## src/rtl/any1_rob_ctrl_if.sv

```systemverilog
// Handshake bundle between the rename/dispatch side (master) and the
// reorder-buffer controller (slave): allocation, completion, commit, flush
// and occupancy status.
interface any1_rob_ctrl_if #(
  parameter int ENTRIES = 64,
  parameter int ENQ_W   = 2,
  parameter int CMT_W   = 2
);
  localparam int RIDW = $clog2(ENTRIES);
  localparam int AW   = $clog2(ENQ_W + 1);
  localparam int MW   = $clog2(CMT_W + 1);

  logic [AW-1:0]                alloc_cnt_i;
  logic                         alloc_gnt_o;
  logic [ENQ_W-1:0][RIDW-1:0]   alloc_rid_o;
  logic [ENTRIES-1:0]           done_v_i;
  logic                         cmt_stall_i;
  logic [MW-1:0]                cmt_cnt_o;
  logic [CMT_W-1:0][RIDW-1:0]   cmt_rid_o;
  logic                         flush_i;
  logic [RIDW-1:0]              flush_rid_i;
  logic                         empty_o;
  logic                         full_o;
  logic [RIDW:0]                count_o;

  modport master (
    output alloc_cnt_i, done_v_i, cmt_stall_i, flush_i, flush_rid_i,
    input  alloc_gnt_o, alloc_rid_o, cmt_cnt_o, cmt_rid_o, empty_o, full_o, count_o
  );

  modport slave (
    input  alloc_cnt_i, done_v_i, cmt_stall_i, flush_i, flush_rid_i,
    output alloc_gnt_o, alloc_rid_o, cmt_cnt_o, cmt_rid_o, empty_o, full_o, count_o
  );
endinterface

```

## src/rtl/any1_rob_ctrl.sv

```systemverilog
// Reorder-buffer pointer/occupancy controller.
// Circular buffer of ENTRIES slots: multi-slot allocation at tail, in-order
// multi-slot retire at head, flush that truncates everything younger than a
// surviving rid. head==tail is disambiguated by count.
// Optional: define ANY1_ROB_PERF_EN to add a 64-bit retired-entry counter
// (perf_cmt_o).
module any1_rob_ctrl #(
  parameter int ENTRIES = 64,
  parameter int ENQ_W   = 2,
  parameter int CMT_W   = 2
) (
  input  logic                  clk_i,
  input  logic                  rst_ni,
  any1_rob_ctrl_if.slave        rob
`ifdef ANY1_ROB_PERF_EN
  ,
  output logic [63:0]           perf_cmt_o
`endif
);
  localparam int RIDW = $clog2(ENTRIES);
  localparam int CW   = RIDW + 1;
  localparam int XW   = CW + 1;
  localparam int AW   = $clog2(ENQ_W + 1);
  localparam int MW   = $clog2(CMT_W + 1);

  logic [RIDW-1:0]    head, tail;
  logic [CW-1:0]      count;
  logic [ENTRIES-1:0] valid, done;

  logic [MW-1:0]      cmt;
  logic               gnt;
  logic [AW-1:0]      alloc_eff;
  logic [XW-1:0]      room;
  logic [RIDW-1:0]    fr_off;
  logic [ENTRIES-1:0] ret_m, alc_m, sq_m;

  // Age of the last surviving entry relative to head.
  always_comb fr_off = rob.flush_rid_i - head;

  // Retire run: consecutive valid&done entries from head, capped at CMT_W.
  // In a flush cycle the run also stops at the flush point so a squashed
  // entry can never retire.
  always_comb begin
    logic            run;
    logic [RIDW-1:0] idx;
    cmt = '0;
    run = 1'b1;
    idx = '0;
    for (int k = 0; k < CMT_W; k++) begin
      idx = head + RIDW'(k);
      if (rob.flush_i && (RIDW'(k) > fr_off)) run = 1'b0;
      if (run && valid[idx] && done[idx]) cmt = cmt + MW'(1);
      else run = 1'b0;
    end
    if (rob.cmt_stall_i) cmt = '0;
  end

  // Grant when free slots, counting slots freed by this cycle's retire, cover the request.
  always_comb begin
    room      = XW'(ENTRIES) - XW'(count) + XW'(cmt);
    gnt       = (rob.alloc_cnt_i != '0) && !rob.flush_i && (room >= XW'(rob.alloc_cnt_i));
    alloc_eff = gnt ? rob.alloc_cnt_i : '0;
  end

  // Per-entry retire, allocate and squash masks.
  always_comb begin
    ret_m = '0;
    alc_m = '0;
    sq_m  = '0;
    for (int k = 0; k < CMT_W; k++)
      if (MW'(k) < cmt) ret_m[head + RIDW'(k)] = 1'b1;
    for (int k = 0; k < ENQ_W; k++)
      if (AW'(k) < alloc_eff) alc_m[tail + RIDW'(k)] = 1'b1;
    for (int i = 0; i < ENTRIES; i++)
      sq_m[i] = rob.flush_i && ((RIDW'(i) - head) > fr_off);
  end

  // Pointer and occupancy update; flush recomputes count from survivors.
  always_ff @(posedge clk_i or negedge rst_ni) begin
    if (!rst_ni) begin
      head  <= '0;
      tail  <= '0;
      count <= '0;
    end else begin
      head <= head + RIDW'(cmt);
      if (rob.flush_i) begin
        tail  <= rob.flush_rid_i + RIDW'(1);
        count <= CW'(fr_off) + CW'(1) - CW'(cmt);
      end else begin
        tail  <= tail + RIDW'(alloc_eff);
        count <= count + CW'(alloc_eff) - CW'(cmt);
      end
    end
  end

  // Entry state: completions land only on valid entries; retire/squash clear; allocate sets valid, clears done.
  always_ff @(posedge clk_i or negedge rst_ni) begin
    if (!rst_ni) begin
      valid <= '0;
      done  <= '0;
    end else begin
      valid <= (valid & ~ret_m & ~sq_m) | alc_m;
      done  <= (done | (rob.done_v_i & valid)) & ~ret_m & ~sq_m & ~alc_m;
    end
  end

`ifdef ANY1_ROB_PERF_EN
  // Running total of retired entries, wraps at 2^64.
  always_ff @(posedge clk_i or negedge rst_ni) begin
    if (!rst_ni) perf_cmt_o <= '0;
    else         perf_cmt_o <= perf_cmt_o + 64'(cmt);
  end
`endif

  // Slot rids and status.
  always_comb begin
    for (int k = 0; k < ENQ_W; k++) rob.alloc_rid_o[k] = tail + RIDW'(k);
    for (int k = 0; k < CMT_W; k++) rob.cmt_rid_o[k]   = head + RIDW'(k);
  end

  assign rob.alloc_gnt_o = gnt;
  assign rob.cmt_cnt_o   = cmt;
  assign rob.empty_o     = (count == '0);
  assign rob.full_o      = (count == CW'(ENTRIES));
  assign rob.count_o     = count;
endmodule

```

## src/flat_wrapper.sv

```systemverilog
// flat-port wrapper written by rule: the top's interface ports become plain ports
module any1_rob_ctrl_flat 
#(
  parameter int ENTRIES = 64,
  parameter int ENQ_W   = 2,
  parameter int CMT_W   = 2
)
  (clk_i, rst_ni, rob_alloc_cnt_i, rob_done_v_i, rob_cmt_stall_i, rob_flush_i, rob_flush_rid_i, rob_alloc_gnt_o, rob_alloc_rid_o, rob_cmt_cnt_o, rob_cmt_rid_o, rob_empty_o, rob_full_o, rob_count_o);
  any1_rob_ctrl_if #(.ENTRIES(ENTRIES), .ENQ_W(ENQ_W), .CMT_W(CMT_W)) rob_i ();
  input  logic clk_i;
  input  logic rst_ni;
  input wire logic [$bits(rob_i.alloc_cnt_i)-1:0] rob_alloc_cnt_i;
  input wire logic [$bits(rob_i.done_v_i)-1:0] rob_done_v_i;
  input wire logic [$bits(rob_i.cmt_stall_i)-1:0] rob_cmt_stall_i;
  input wire logic [$bits(rob_i.flush_i)-1:0] rob_flush_i;
  input wire logic [$bits(rob_i.flush_rid_i)-1:0] rob_flush_rid_i;
  output wire logic [$bits(rob_i.alloc_gnt_o)-1:0] rob_alloc_gnt_o;
  output wire logic [$bits(rob_i.alloc_rid_o)-1:0] rob_alloc_rid_o;
  output wire logic [$bits(rob_i.cmt_cnt_o)-1:0] rob_cmt_cnt_o;
  output wire logic [$bits(rob_i.cmt_rid_o)-1:0] rob_cmt_rid_o;
  output wire logic [$bits(rob_i.empty_o)-1:0] rob_empty_o;
  output wire logic [$bits(rob_i.full_o)-1:0] rob_full_o;
  output wire logic [$bits(rob_i.count_o)-1:0] rob_count_o;
  assign rob_i.alloc_cnt_i = rob_alloc_cnt_i;
  assign rob_i.done_v_i = rob_done_v_i;
  assign rob_i.cmt_stall_i = rob_cmt_stall_i;
  assign rob_i.flush_i = rob_flush_i;
  assign rob_i.flush_rid_i = rob_flush_rid_i;
  assign rob_alloc_gnt_o = rob_i.alloc_gnt_o;
  assign rob_alloc_rid_o = rob_i.alloc_rid_o;
  assign rob_cmt_cnt_o = rob_i.cmt_cnt_o;
  assign rob_cmt_rid_o = rob_i.cmt_rid_o;
  assign rob_empty_o = rob_i.empty_o;
  assign rob_full_o = rob_i.full_o;
  assign rob_count_o = rob_i.count_o;
  any1_rob_ctrl #(.ENTRIES(ENTRIES), .ENQ_W(ENQ_W), .CMT_W(CMT_W)) u_core (.clk_i(clk_i), .rst_ni(rst_ni), .rob(rob_i));
endmodule
```

## config.mk

```make
export PLATFORM = sky130hd
export DESIGN_NAME = any1_rob_ctrl_flat
export DESIGN_NICKNAME = d
export VERILOG_FILES = /design/src/rtl/any1_rob_ctrl_if.sv /design/src/rtl/any1_rob_ctrl.sv /design/src/flat_wrapper.sv
export SDC_FILE = /design/constraint.sdc
export NUM_CORES = 1
export LEC_CHECK = 0
export CORE_ASPECT_RATIO = 0.6
export CORE_MARGIN = 2
export CORE_UTILIZATION = 45
export CTS_CLUSTER_SIZE = 20
export DETAILED_ROUTE_END_ITERATION = 7
export GPL_TIMING_DRIVEN = 0
export MAX_ROUTING_LAYER = met4
export SYNTH_ARGS = -nofsm -noshare
export SYNTH_HDL_FRONTEND = slang
export SYNTH_SLANG_ARGS = --single-unit
```

## constraint.sdc

```tcl
create_clock -name clk_i -period 21.1 [get_ports clk_i]
set_input_delay 5.275 -clock clk_i [delete_from_list [all_inputs] [get_ports clk_i]]
set_output_delay 5.275 -clock clk_i [all_outputs]
set_load 0.01 [all_outputs]
```

* After elaboration in Yosys (flattened, before gate mapping) *
Index checks and enable logic that the tools add are counted.

storage, ports and cells
  flip-flop bits (word level) = 147
  input bits = 76
  output and inout bits = 36
  word-level logic and storage cells = 283

cells by class
  $add $sub $neg = 77
  magnitude comparators = 79
  equal/unequal tests = 1
  mux-type cells = 29
  bitwise operators = 13
  reduce and logical (&&, ||, !) cells = 79

operator list
  kind                                                          count
  AND 64 bit                                                    6
  greater-than comparator 6 bit                                 64
  2-to-1 mux 64 bit                                             4
  bitwise OR 64 bit                                             4
  NOT 64 bit                                                    3
  subtractor 6 bit, first input constant                        32
  subtractor 5 x 6 -> 6 bit, first input constant               16
  logical AND 1 bit                                             76
  subtractor 4 x 6 -> 6 bit, first input constant               8
  < comparator 6 x 7 -> 1 bit, second input constant            4
  binary-select mux 1 bit (select 6 bit)                        4
  demux 1 bit (select 6 bit)                                    4
  >= comparator 6 x 1 -> 1 bit, second input constant           4
  subtractor 3 x 6 -> 6 bit, first input constant               4
  adder 6 x 1 -> 6 bit, second input constant                   3
  subtractor 7 x 2 -> 7 bit                                     2
  adder 6 x 2 -> 6 bit                                          2
  greater-than comparator 1 x 6 -> 1 bit, first input constant  2
  2-to-1 mux 1 bit                                              12
  subtractor 1 x 6 -> 6 bit, first input constant               2
  subtractor 2 x 6 -> 6 bit, first input constant               2
  adder 8 x 2 -> 8 bit                                          1
  >= comparator 8 x 2 -> 1 bit                                  1
  < comparator 1 x 2 -> 1 bit, first input constant             4
  12 further kinds                                              14

* Longest topological paths before layout *
  depth after elaboration = 22
  gate-level depth with buffers = 35
  gate-level depth less buffers = 32

* Least setup slack after synthesis *
Ideal clock, no wire load.

  path type = input to output
  from = in rob_flush_rid_i[1]
  to = out rob_alloc_gnt_o
  arrival time = 12.440 ns
  required time = 15.825 ns
  setup slack = 3.385 ns
  stages = 18
  path buffers = 1
  path through = ha_1 nor2b_1 o2111ai_1 nand4b_1 xnor2_1 a41oi_1 nor4b_2 ha_1 nor2b_1 clkbuf_1 inv_1 fa_1 nand3b_1 mux2_2 nor3_2 o2111ai_2 nand3_2 inv_2

between the ends
  cells in the longest elaborated chain, start to end = 15
  elaborated cells between the ends (all ways) = 19
  those cells by class = add/sub (3); order compare (3); mux (6); reduce/logical (7)

ends and longest elaborated chain
  what                                    RTL line             RTL
  start, declared                         flat_wrapper.sv:16   input wire logic [$bits(rob_i.flush_rid_i)-1:0] rob_flush_rid_i;
  subtractor 6 bit *                      any1_rob_ctrl.sv:38  always_comb fr_off = rob.flush_rid_i - head;
  greater-than comparator 1 x 6 -> 1 bit  any1_rob_ctrl.sv:51  if (rob.flush_i && (RIDW'(k) > fr_off)) run = 1'b0;
  logical AND 1 bit                       any1_rob_ctrl.sv:51
  2-to-1 mux 1 bit                        any1_rob_ctrl.sv:51
  logical AND 1 bit (2 in series)         any1_rob_ctrl.sv:52  if (run && valid[idx] && done[idx]) cmt = cmt + MW'(1);
  2-to-1 mux 1 bit                        any1_rob_ctrl.sv:52
  2-to-1 mux 1 bit                        any1_rob_ctrl.sv:51
  logical AND 1 bit (2 in series)         any1_rob_ctrl.sv:52
  2-to-1 mux 2 bit *                      any1_rob_ctrl.sv:52
  2-to-1 mux 2 bit *                      any1_rob_ctrl.sv:55  if (rob.cmt_stall_i) cmt = '0;
  named net rob_cmt_cnt_o[1]              flat_wrapper.sv:19   output wire logic [$bits(rob_i.cmt_cnt_o)-1:0] rob_cmt_cnt_o;
  adder 8 x 2 -> 8 bit *                  any1_rob_ctrl.sv:60  room = XW'(ENTRIES) - XW'(count) + XW'(cmt);
  >= comparator 8 x 2 -> 1 bit *          any1_rob_ctrl.sv:61  gnt = (rob.alloc_cnt_i != '0) && !rob.flush_i && (room >= XW'(rob.alloc_cnt_i));
  logical AND 1 bit *                     any1_rob_ctrl.sv:61
  end, declared                           flat_wrapper.sv:17   output wire logic [$bits(rob_i.alloc_gnt_o)-1:0] rob_alloc_gnt_o;

Mark *: on every way through the listed nets, which the timed path passes. The rest lies on a longest branch.

* Worst setup path after layout *
  from = in rob_flush_rid_i[0]
  to = out rob_alloc_gnt_o

between the ends
  cells in the longest elaborated chain, start to end = 15
  elaborated cells between the ends (all ways) = 19
  those cells by class = add/sub (3); order compare (3); mux (6); reduce/logical (7)

ends and longest elaborated chain
  what                                    RTL line
  subtractor 6 bit *                      any1_rob_ctrl.sv:38
  greater-than comparator 1 x 6 -> 1 bit  any1_rob_ctrl.sv:51
  logical AND 1 bit                       any1_rob_ctrl.sv:51
  2-to-1 mux 1 bit                        any1_rob_ctrl.sv:51
  logical AND 1 bit (2 in series)         any1_rob_ctrl.sv:52
  2-to-1 mux 1 bit                        any1_rob_ctrl.sv:52
  2-to-1 mux 1 bit                        any1_rob_ctrl.sv:51
  logical AND 1 bit (2 in series)         any1_rob_ctrl.sv:52
  2-to-1 mux 2 bit *                      any1_rob_ctrl.sv:52
  2-to-1 mux 2 bit *                      any1_rob_ctrl.sv:55
  adder 8 x 2 -> 8 bit *                  any1_rob_ctrl.sv:60
  >= comparator 8 x 2 -> 1 bit *          any1_rob_ctrl.sv:61
  logical AND 1 bit *                     any1_rob_ctrl.sv:61

Mark *: on every way between the ends. The rest lies on a longest branch, timed or not.

==> flow_metrics.env <==
export IMPL_min_path_type="flop to flop"
export IMPL_crit_fanout=15
export IMPL_rsz0062_at_grt="false"
export IMPL_crit_type="primary input to output pin"
export IMPL_grt_pass1_vias=14843
export IMPL_drtIter0Drc=2571
export IMPL_synth_compound_area_share_pct=25.57
export IMPL_postSynthCellCount=1821
export IMPL_die_h_um=145.8
export IMPL_routed_wl_met3_um=10600
export IMPL_fin_skew_ps=18.34
export IMPL_initial_utilization_pct=46.08
export IMPL_cp_start_kind="primary input"
export IMPL_synth_nets=2087
export IMPL_grt_antenna_before_repair=0
export IMPL_whs_ps=507.7
export IMPL_highest_layer="met4"
export IMPL_crit_required_ps=15830
export IMPL_tightest_slew_ps=1481
export IMPL_violations="capacitance limit"
export IMPL_r2r_start="u_core.head[0]"
export IMPL_drc=0
export IMPL_cts_resized=0
export IMPL_avgSynthCellArea_um2=8.283
export IMPL_dp_cells=2391
export IMPL_status="finished, violations left"
export IMPL_setup_violations=0
export IMPL_clock_sinks=147
export IMPL_io_buffers=110
export IMPL_grt_ovfl_total=0
export IMPL_hold_path_depth=1
export IMPL_slew_viol_final=0
export IMPL_final_common_cell="nand2_1"
export IMPL_fmax_mhz=55.27
export IMPL_dieArea_um2=35050
export IMPL_synth_adder_area_share_pct=16.16
export IMPL_syn_to_final_growth_pct=16.06
export IMPL_grt_pass1_wl_um=101600
export IMPL_diodes=0
export IMPL_ys_flop_type="dfrtp_1"
export IMPL_cp_end_kind="output pin"
export IMPL_fin_nets=2226
export IMPL_max_slew_margin_pct=0.4782
export IMPL_cp_arrival_ps=12820
export IMPL_clk_path_buf_depth=2
export IMPL_min_from="u_core.valid[20]"
export IMPL_rows=51
export IMPL_min_period_over_period_pct=85.75
export IMPL_postRouteWirelength_um=70560
export IMPL_instances_no_fill=2423
export IMPL_drtAntennaViolNets=0
export IMPL_synth_xor_area_share_pct=5.840
export IMPL_ys_types=76
export IMPL_rr_endpoint="u_core.rob.count_o[6]"
export IMPL_final_area_um2=17510
export IMPL_via_per_inst=6.657
export IMPL_synth_edff_count=0
export IMPL_hold_viol=0
export IMPL_ir_drop_mv=0.09149
export IMPL_grt_max_degree=95
export IMPL_synth_simple_area_share_pct=19.29
export IMPL_ys_seq_area_share_pct=24.39
export IMPL_cts_tree="built"
export IMPL_gr_usage_all_layers_pct=41.47
export IMPL_hpwl_um=57000
export IMPL_met2_length_um=26330
export IMPL_synth_mux_area_share_pct=3.094
export IMPL_r2r_cells=35
export IMPL_power_density_nw_per_um2=136.7
export IMPL_syn_area_um2=15080
export IMPL_num_vias=16131
export IMPL_insertion_delay_ps=470
export IMPL_htreeDepth=4
export IMPL_core_area_um2=32740
export IMPL_io_pin_count=112
export IMPL_wl_per_cell_um=29.12
export IMPL_leakage_nw=8.133
export IMPL_clkTransAtPathRegs_ps=70
export IMPL_numCtsBuffers=17
export IMPL_ys_ff_latch=147
export IMPL_async_reset_ff_share_pct=100.0
export IMPL_rrSetupSlack_ps=10000
export IMPL_holdPathEnd="u_core.valid[20]"
export IMPL_period_minus_slack_ps=18090
export IMPL_p_total_mw=2.393
export IMPL_ys_warn_count=0
export IMPL_wl_met1_um=31860
export IMPL_cts_root_buf="clkbuf_16"
export IMPL_placed_area_um2=16930
export IMPL_cts_setup_buffers=0
export IMPL_layout_drive_gt1_share_pct=7.349
export IMPL_chipWidth_um=240.4
export IMPL_drt_pass1_iterations=7
export IMPL_synth_top_family_by_area="compound AO/OA/AOI/OAI gates"
export IMPL_final_cell_mix="187 x nand2_1, 182 x ha_1, 153 x a21oi_1"
export IMPL_cap_violations=1
export IMPL_postCtsHoldBufs=0
export IMPL_gp_congestion=1.032
final cells by class:
type / count / area, µm²
Multi-Input combinational cell: 1465 / 10590
Clock buffer: 18 / 429.2
Tap cell: 450 / 563.0
Buffer: 67 / 317.8
Fill cell: 3167 / 15230
Timing Repair Buffer: 120 / 1246
Inverter: 142 / 535.5
Clock inverter: 14 / 145.1
Sequential cell: 147 / 3679
per-layer routing:
| layer | vias up | track usage (%) |
|---|---|---|
| met5 | - | - |
| met1 | 7905 | 62.04 |
| met3 | 111 | 14.81 |
| met4 | 0 | 9.317 |
| met2 | 1109 | 51.71 |
| li1 | 7006 | - |
worst max path at each step:
stage	startpoint	slack, ps	cells past startpoint	to
after floorplan	rob_flush_rid_i[1]	3380	18	rob_alloc_gnt_o
after global placement	rob_flush_rid_i[1]	-1800	20	rob_alloc_gnt_o
after detailed placement	rob_flush_rid_i[0]	3170	24	rob_alloc_gnt_o
after CTS	rob_flush_rid_i[0]	3140	24	rob_alloc_gnt_o
after global routing	rob_flush_rid_i[0]	2780	22	rob_alloc_gnt_o
final	rob_flush_rid_i[0]	3010	24	rob_alloc_gnt_o
power by group:
part	internal, mW	switching [mW]
sequential	0.362	0.0995
clock	0.166	0.149
combinational	0.591	1.02
total	1.12	1.27
Yosys cell counts (8+ instances only):
library cell / number / share of area, %
nand4_1: 34 / 1.4
and3_1: 19 / 0.79
a22oi_1: 33 / 1.6
mux4_2: 16 / 2.4
a21o_1: 98 / 4.9
a221oi_1: 23 / 1.3
nor4_1: 9 / 0.37
nor3_1: 30 / 1.0
nor3b_1: 50 / 2.5
nand3_1: 60 / 2.0
a222oi_1: 12 / 0.80
o211ai_1: 13 / 0.65
dfrtp_1: 147 / 24
nand2b_1: 23 / 0.95
fa_1: 8 / 1.1
nand2_1: 187 / 4.7
xor2_1: 14 / 0.81
buf_4: 8 / 0.40
a21boi_0: 9 / 0.45
nor2_1: 95 / 2.4
buf_1: 13 / 0.32
a21oi_1: 153 / 5.1
a31oi_1: 27 / 1.1
nor2b_1: 17 / 0.71
ha_1: 182 / 15
o221ai_1: 8 / 0.46
xnor2_1: 66 / 3.8
buf_2: 17 / 0.56
o22ai_1: 36 / 1.5
o21bai_1: 8 / 0.40
clkbuf_1: 27 / 0.67
inv_1: 131 / 3.3
o21ai_0: 110 / 3.6
inv_2: 9 / 0.22
a211oi_1: 8 / 0.40
cells by family (layout without fill, tap and decap cells):
group | after synthesis | in the layout
AO/OA/AOI/OAI | 593 | 593
adder cells (fa/ha/maj) | 190 | 190
XOR/XNOR | 89 | 89
flip-flops | 147 | 147
multiplexers | 26 | 26
AND/OR/NAND/NOR | 567 | 567
buffers and inverters | 209 | 361
through the flow:
stage	util, %	worst slack (ps)	TNS (ps)
4_1_cts	53.48	3139	0
3_5_place_dp	51.72	3173	0
2_1_floorplan	-	3385	0
5_1_grt	53.48	2783	0
3_3_place_gp	51.16	-1803	-1803
6_report	53.48	3007	0
worst max-delay path, cell delays in order:
cell and delay, ps:
clkdlybuf4s50_1 650, inv_1 100, ha_1 260, fa_1 500, nor2b_1 160, o21ai_0 80, nand2b_1 120, xnor2_2 230
buf_6 280, ha_1 170, a41oi_1 340, nor4b_2 360, ha_1 200, nor2b_1 120, clkbuf_1 800, inv_1 450
fa_1 550, nand3b_1 200, mux2_2 250, nor3_2 40, o2111ai_2 520, nand3_2 410, inv_2 170, clkdlybuf4s50_1 540
flip-flops by register name, indices dropped and copies added, names as in the netlist:
name	count
u_core.head	6
u_core.rob.count_o	7
u_core.tail	6
u_core.valid	64
u_core.done	64
(Power assumes the default switching activity.)
